--- config.mk ---
export PLATFORM = sky130hd
export DESIGN_NAME = rx_ltssm_sequencer
export DESIGN_NICKNAME = d
export VERILOG_FILES = /design/src/rtl/rx_ltssm_sequencer.sv
export SDC_FILE = /design/constraint.sdc
export NUM_CORES = 1
export LEC_CHECK = 0
export ABC_AREA = 0
export ABC_CLOCK_PERIOD_IN_PS = 3620
export BUFFER_PORTS_ARGS = -buffer_cell sky130_fd_sc_hd__buf_2
export CORE_MARGIN = 2
export CORE_UTILIZATION = 52
export DETAILED_ROUTE_END_ITERATION = 10
export GPL_TIMING_DRIVEN = 0
export PLACE_DENSITY = 0.73
export SYNTH_ARGS = -nofsm -noshare
export SYNTH_HDL_FRONTEND = slang
export SYNTH_SLANG_ARGS = --single-unit
--- constraint.sdc ---
create_clock -name clk -period 3.62 [get_ports clk]
set_input_delay 0.724 -clock clk [delete_from_list [all_inputs] [get_ports clk]]
set_output_delay 0.724 -clock clk [all_outputs]
set_load 0.03 [all_outputs]
--- src/rtl/rx_ltssm_sequencer.sv ---
// RX LTSSM substate sequencer: drives the master's substate, owns the shared ms timeout timer,
// latches the active lane count and reports link-up. Define RX_LTSSM_FAST_TIMER_EN for a 16-cycle ms tick.
module rx_ltssm_sequencer #(
  parameter int MAXLANES        = 16,
  parameter int TICKS_PER_MS    = 250000,
  parameter int DETECT_QUIET_MS = 12
) (
  input  logic       clk,
  input  logic       reset,
  input  logic       forceDetect,
  input  logic       rxElectricalIdle,
  input  logic [4:0] numberOfDetectedLanes,
  input  logic       finish,
  input  logic [3:0] exitTo,
  input  logic [5:0] setTimer,
  input  logic       enableTimer,
  input  logic       resetTimer,
  output logic [3:0] substate,
  output logic       timeOut,
  output logic       timerOwner,
  output logic [4:0] activeLanes,
  output logic       linkUp
);

  typedef enum logic [3:0] {
    DETECT_QUIET      = 4'd0,
    DETECT_ACTIVE     = 4'd1,
    POLLING_ACTIVE    = 4'd2,
    POLLING_CONFIG    = 4'd3,
    CFG_WIDTH_START   = 4'd4,
    CFG_WIDTH_ACCEPT  = 4'd5,
    CFG_LANENUM_WAIT  = 4'd6,
    CFG_LANENUM_ACCEPT= 4'd7,
    CFG_COMPLETE      = 4'd8,
    CFG_IDLE          = 4'd9,
    L0                = 4'd10
  } substate_e;

  localparam int PW = ($clog2(TICKS_PER_MS) < 5) ? 5 : $clog2(TICKS_PER_MS);
`ifdef RX_LTSSM_FAST_TIMER_EN
  localparam logic [PW-1:0] WRAP = PW'(15);
`else
  localparam logic [PW-1:0] WRAP = PW'(TICKS_PER_MS - 1);
`endif
  localparam logic [4:0] MAX_LANES_C = 5'(MAXLANES);
  localparam logic [5:0] QUIET_MS_C  = 6'(DETECT_QUIET_MS);

  substate_e       state_r;
  substate_e       next_s;
  logic [4:0]      lanes_r;
  logic [4:0]      lanes_next_s;
  logic [PW-1:0]   prescale_r;
  logic [PW-1:0]   prescale_next_s;
  logic [5:0]      ms_r;
  logic [5:0]      ms_next_s;
  logic            timeout_r;
  logic            timeout_next_s;
  logic            seq_own_s;
  logic            master_own_s;
  logic            timer_en_s;
  logic            timer_clr_s;
  logic [5:0]      target_s;
  logic            next_master_s;

  // Substate transition and lane latch decision.
  always_comb begin
    next_s       = state_r;
    lanes_next_s = lanes_r;
    if (forceDetect) begin
      next_s = DETECT_QUIET;
    end else begin
      case (state_r)
        DETECT_QUIET: begin
          if (!rxElectricalIdle || timeout_r) next_s = DETECT_ACTIVE;
          else                                next_s = state_r;
        end
        DETECT_ACTIVE: begin
          if (numberOfDetectedLanes != 5'd0) begin
            next_s = POLLING_ACTIVE;
            if (numberOfDetectedLanes > MAX_LANES_C) lanes_next_s = MAX_LANES_C;
            else                                     lanes_next_s = numberOfDetectedLanes;
          end else begin
            next_s = DETECT_QUIET;
          end
        end
        POLLING_ACTIVE, POLLING_CONFIG, CFG_WIDTH_START, CFG_WIDTH_ACCEPT,
        CFG_LANENUM_WAIT, CFG_LANENUM_ACCEPT, CFG_COMPLETE, CFG_IDLE: begin
          // Only a step to the immediate successor is legal; anything else restarts training.
          if (finish) begin
            if (exitTo == (state_r + 4'd1)) next_s = substate_e'(exitTo);
            else                            next_s = DETECT_QUIET;
          end else begin
            next_s = state_r;
          end
        end
        L0: begin
          if (rxElectricalIdle) next_s = DETECT_QUIET;
          else                  next_s = state_r;
        end
        default: next_s = DETECT_QUIET;
      endcase
    end
  end

  // Timer ownership, clear and count.
  always_comb begin
    seq_own_s       = (state_r == DETECT_QUIET);
    master_own_s    = (state_r >= POLLING_ACTIVE) && (state_r <= CFG_IDLE);
    next_master_s   = (next_s >= POLLING_ACTIVE) && (next_s <= CFG_IDLE);
    timer_en_s      = seq_own_s || (master_own_s && enableTimer);
    target_s        = seq_own_s ? QUIET_MS_C : setTimer;
    timer_clr_s     = forceDetect || (next_s != state_r) || (master_own_s && resetTimer) ||
                      !(seq_own_s || master_own_s);
    prescale_next_s = prescale_r;
    ms_next_s       = ms_r;
    timeout_next_s  = timeout_r;
    if (timer_clr_s) begin
      prescale_next_s = {PW{1'b0}};
      ms_next_s       = 6'd0;
      timeout_next_s  = 1'b0;
    end else if (timer_en_s) begin
      if (prescale_r == WRAP) begin
        prescale_next_s = {PW{1'b0}};
        if (ms_r != 6'd63) ms_next_s = ms_r + 6'd1;
        else               ms_next_s = ms_r;
      end else begin
        prescale_next_s = prescale_r + {{(PW-1){1'b0}}, 1'b1};
      end
      if (ms_r >= target_s) timeout_next_s = 1'b1;
      else                  timeout_next_s = timeout_r;
    end else begin
      prescale_next_s = prescale_r;
    end
  end

  // State, timer and output registers.
  always_ff @(posedge clk) begin
    if (reset) begin
      state_r     <= DETECT_QUIET;
      lanes_r     <= 5'd0;
      prescale_r  <= {PW{1'b0}};
      ms_r        <= 6'd0;
      timeout_r   <= 1'b0;
      timerOwner  <= 1'b0;
      linkUp      <= 1'b0;
    end else begin
      state_r     <= next_s;
      lanes_r     <= lanes_next_s;
      prescale_r  <= prescale_next_s;
      ms_r        <= ms_next_s;
      timeout_r   <= timeout_next_s;
      timerOwner  <= next_master_s;
      linkUp      <= (next_s == L0);
    end
  end

  assign substate    = state_r;
  assign timeOut     = timeout_r;
  assign activeLanes = lanes_r;

endmodule

==> PnR_summary.wiki <==
{| class="wikitable"
! Metric !! Value
|-
| Endpoint arrival time on the critical path || 3.25 ns
|-
| H-tree Lvls || 2
|-
| Maximum root-to-sink buffer count || 2
|-
| Library cell contributing the largest single delay on the critical path || sky130_fd_sc_hd__nor3b_1
|-
| Leakage component of the power || about 0.0011 uW
|-
| Post-CTS Setup Bufs || 0
|-
| Number of DRC markers in iteration 0 || ~170
|-
| DIE WIDTH || approximately 75 um
|-
| Fraction of the mapped netlist area in simple logic gates || between 30 and 40%
|-
| Count of unique library cells instantiated by Yosys || 66
|-
| Fraction of layout instances using a drive strength above 1 || a little under a quarter
|-
| Type of the worst setup path || reg2reg
|-
| Total power per unit cell area || about 280 mW/mm2
|-
| Number of max-cap violations || 0
|-
| Largest voltage drop on the vdd net || around 0.00021 V
|-
| Share of synthesized area occupied by flip-flops and latches || about 28%
|-
| Multiplexer area fraction after synthesis || between 2 and 2.5%
|-
| Total clock buffers created by CTS || 5
|-
| Wire length per cell || approximately 15 um
|-
| Path category of the worst min-delay check || reg2reg
|-
| Share of synthesized flip-flops with an asynchronous set or reset || 0%
|-
| Number of synthesized register bits || 36
|-
| Post-Synthesis Mean Instance Area || 8.70 um2
|-
| Req. time, crit path || around 3.8 ns
|-
| Placement-stage worst setup slack || 0.623 ns
|-
| Dominant register cell in the synthesized netlist || sky130_fd_sc_hd__dfxtp_1
|-
| Number of antenna-violating nets in the routed design || 0
|-
| Main area contributors after synthesis || sky130_fd_sc_hd__dfxtp_1 (28%), sky130_fd_sc_hd__ha_1 (6.3%), sky130_fd_sc_hd__nor3_1 (5.2%)
|-
| Slew at the pin closest to its max-slew limit || roughly 0.94 ns
|-
| CTS tree || built
|-
| Vias || 2341
|-
| Sum Neg Setup Slack || 0 ns
|-
| Post-synth design cell area || approximately 0.0026 mm2
|-
| Worst path max stage delay || ~0.63 ns
|-
| Final-report max-slew violation count || 0
|-
| Critical path fanouts, max || 10
|-
| Vias in the first global route || around 2300
|-
| Maximum clock skew at final layout || 0.00894 ns
|-
| Adder-cell share of the synthesized area || between 6 and 7%
|-
| Gate count after technology mapping || about 300
|-
| Type of element capturing the critical path || flop
|-
| Hold Violations, Final || 0
|-
| Root buffer cell || sky130_fd_sc_hd__clkbuf_8
|-
| GRT Overall Usage || roughly 23%
|-
| Global-route wire length before repair || 10000 um
|-
| HPWL after detailed placement || between 4000 and 5000 um
|-
| Maximum number of pins on one net before global-route repair || 13
|-
| Remaining design rule violation count || 0
|-
| Number of buffer cells added on primary ports || 32
|-
| Fmax || 0.327 GHz
|-
| Die area || 0.00557 mm2
|-
| Slack of the critical path || between 0.5 and 0.6 ns
|-
| Detail-routed via count per cell || about 5.8
|-
| Starting density of the core || ~55%
|-
| Placeable Area || approximately 0.0048 mm2
|-
| Count of flip-flops with a built-in enable after synthesis || 0
|-
| Cts repair resizes || 0
|-
| Leading area contributor after synthesis || sky130_fd_sc_hd__dfxtp_1
|-
| Clock Pin Slew Worst Setup and Hold Paths || 0.08 ns
|-
| Total Nets Final || 372
|-
| Worst path cell trace || buf_2, inv_1, ha_1, nor3b_1, a21oi_1, nand4_1, o2111ai_4, a31o_2, buf_2, nor3_1
|-
| Share of Yosys cell area claimed by the top area cell type || ~28%
|-
| Count of clock tree sinks || 36
|-
| Most used cell, CP || sky130_fd_sc_hd__buf_2
|-
| Number of antenna cells inserted || 0
|-
| Overall die height || roughly 75 um
|-
| CP Launch Type || flop
|-
| Number of warning messages in the yosys log || 0
|-
| Total overflow reported by the global router || 0
|-
| Weighted congestion reported at the end of routability-driven placement || 0.908
|-
| Quantity of hold-fixing buffers added after cts || 0
|-
| Worst slew margin relative to its limit || 36.7%
|-
| Minimum period implied by the final worst setup slack || 3.06 ns
|-
| Growth of design area from synthesis to finish || 13.1%
|-
| Setup repair after global routing missed its margin || no
|-
| Total number of placement rows || 25
|-
| Initial antenna violation count || 0
|-
| Area share of xor/xnor cells in the synthesized design || under 10%
|-
| Run status || finished clean
|-
| Clock latency of the later-clocked register in the worst-skew pair || between 0.2 and 0.3 ns
|-
| Share of the synthesized area in compound gates (AO/OA/AOI/OAI) || between 10% and 20%
|-
| Main combinational cell family by area after synthesis || simple AND/OR/NAND/NOR gates
|-
| I/O pin total || 34
|-
| Setup Viol. Count Final || 0
|-
| Power Total || roughly 840 uW
|-
| Share of the clock period used by the worst path after layout || a little over four fifths
|-
| Number of nets produced by synthesis || 333
|-
| Sum of routed wire length over all layers || roughly 6000 um
|-
| Number of iterations in the first detailed-routing pass || 4
|-
| Critical path buffers and inverters || 3
|-
| Top cell family by delay on the critical path || simple AND/OR/NAND/NOR gates
|}
## layout by cell type, fill, tap and decap left out, types with 4 or more instances in the layout
cell                       synthesis  final
sky130_fd_sc_hd__buf_2             7     39
sky130_fd_sc_hd__xor2_1           15     15
sky130_fd_sc_hd__nand2_1          22     22
sky130_fd_sc_hd__dfxtp_1          36     36
sky130_fd_sc_hd__nand2b_1          4      4
sky130_fd_sc_hd__nand3b_1          6      6
sky130_fd_sc_hd__nand4_1           8      8
sky130_fd_sc_hd__nor2b_1          10     10
sky130_fd_sc_hd__xnor2_1           8      8
sky130_fd_sc_hd__inv_1             5      5
sky130_fd_sc_hd__clkbuf_8          1      7
sky130_fd_sc_hd__nor2_1           16     16
sky130_fd_sc_hd__nor3_1           27     27
sky130_fd_sc_hd__ha_1             13     13
sky130_fd_sc_hd__o21ai_0           7      7
sky130_fd_sc_hd__a21oi_1          15     15
sky130_fd_sc_hd__clkbuf_1          6      6
sky130_fd_sc_hd__or2_2             4      4
sky130_fd_sc_hd__nand3_1          11     11
## metal layers
layer	global-route usage (%)	routed length [um]	vias to the layer above
met3	3.61	259	4
met1	29.3	2840	1083
met5	0	0	-
li1	-	-	1181
met2	39.7	2880	73
met4	7.54	37	0
## cells in the mapped netlist (7+ instances only)
cell type / n
sky130_fd_sc_hd__dfxtp_1: 36
sky130_fd_sc_hd__nor3_1: 27
sky130_fd_sc_hd__nand2_1: 22
sky130_fd_sc_hd__nor2_1: 16
sky130_fd_sc_hd__a21oi_1: 15
sky130_fd_sc_hd__xor2_1: 15
sky130_fd_sc_hd__ha_1: 13
sky130_fd_sc_hd__nand3_1: 11
sky130_fd_sc_hd__nor2b_1: 10
sky130_fd_sc_hd__nand4_1: 8
sky130_fd_sc_hd__xnor2_1: 8
sky130_fd_sc_hd__buf_2: 7
sky130_fd_sc_hd__o21ai_0: 7
## flip-flops by register name (all words and copies together) (netlist names)
register / cells
linkUp: 1
ms_r: 6
timeOut: 1
prescale_r: 18
timerOwner: 1
activeLanes: 5
substate: 4
## worst min-delay path, stage by stage, from the launching register on
cell	delay, ns
sky130_fd_sc_hd__dfxtp_1	0.31
sky130_fd_sc_hd__nand2_1	0.05
sky130_fd_sc_hd__a21oi_1	0.05
## worst paths after layout
path	start	endpoint	slack, ns	cells after the start
setup / recovery	substate[1]	prescale_r[16]	0.56	10
hold / removal	activeLanes[1]	activeLanes[1]	0.45	2
setup reg to reg	substate[1]	prescale_r[16]	0.56	10
hold reg to reg	activeLanes[1]	activeLanes[1]	0.45	2
## logic make-up (layout without fill, tap and decap cells)
group / after synthesis / in the layout
DFF: 36 / 36
xor gates and xnor gates: 24 / 24
AOI/OAI and AO/OA: 54 / 54
muxes: 6 / 6
buffers and inverters: 22 / 62
and+or+nand+nor: 143 / 143
adders and majority gates: 13 / 13
## report_power, final
part / leakage (uW) / switching (uW) / internal (uW)
logic: 0.000767 / 76.9 / 48.6
clock network: 0.0000516 / 152 / 156
registers: 0.000290 / 3.02 / 399
## stage by stage
stage / cells / hold slack (ns) / area [um2] / utilization (%)
global placement: 397 / 0.436 / 2840 / 59.7
global route: 405 / 0.477 / 2930 / 61.7
floorplan: 298 / 0.514 / 2590 / -
finish: 405 / 0.450 / 2930 / 61.7
detailed placement: 397 / 0.442 / 2840 / 59.7
CTS: 405 / 0.454 / 2930 / 61.7
## final cells by class
cell class / instances / area [um2]
buffer: 17 / 97.6
clock buffer: 6 / 82.6
clock inverter: 2 / 13.8
fill: 438 / 1820
inverter: 5 / 18.8
multi-input combinational: 240 / 1760
sequential: 36 / 721
tap: 67 / 83.8
timing repair buffer: 32 / 160
No activity file was read; power rests on OpenSTA's default activity.
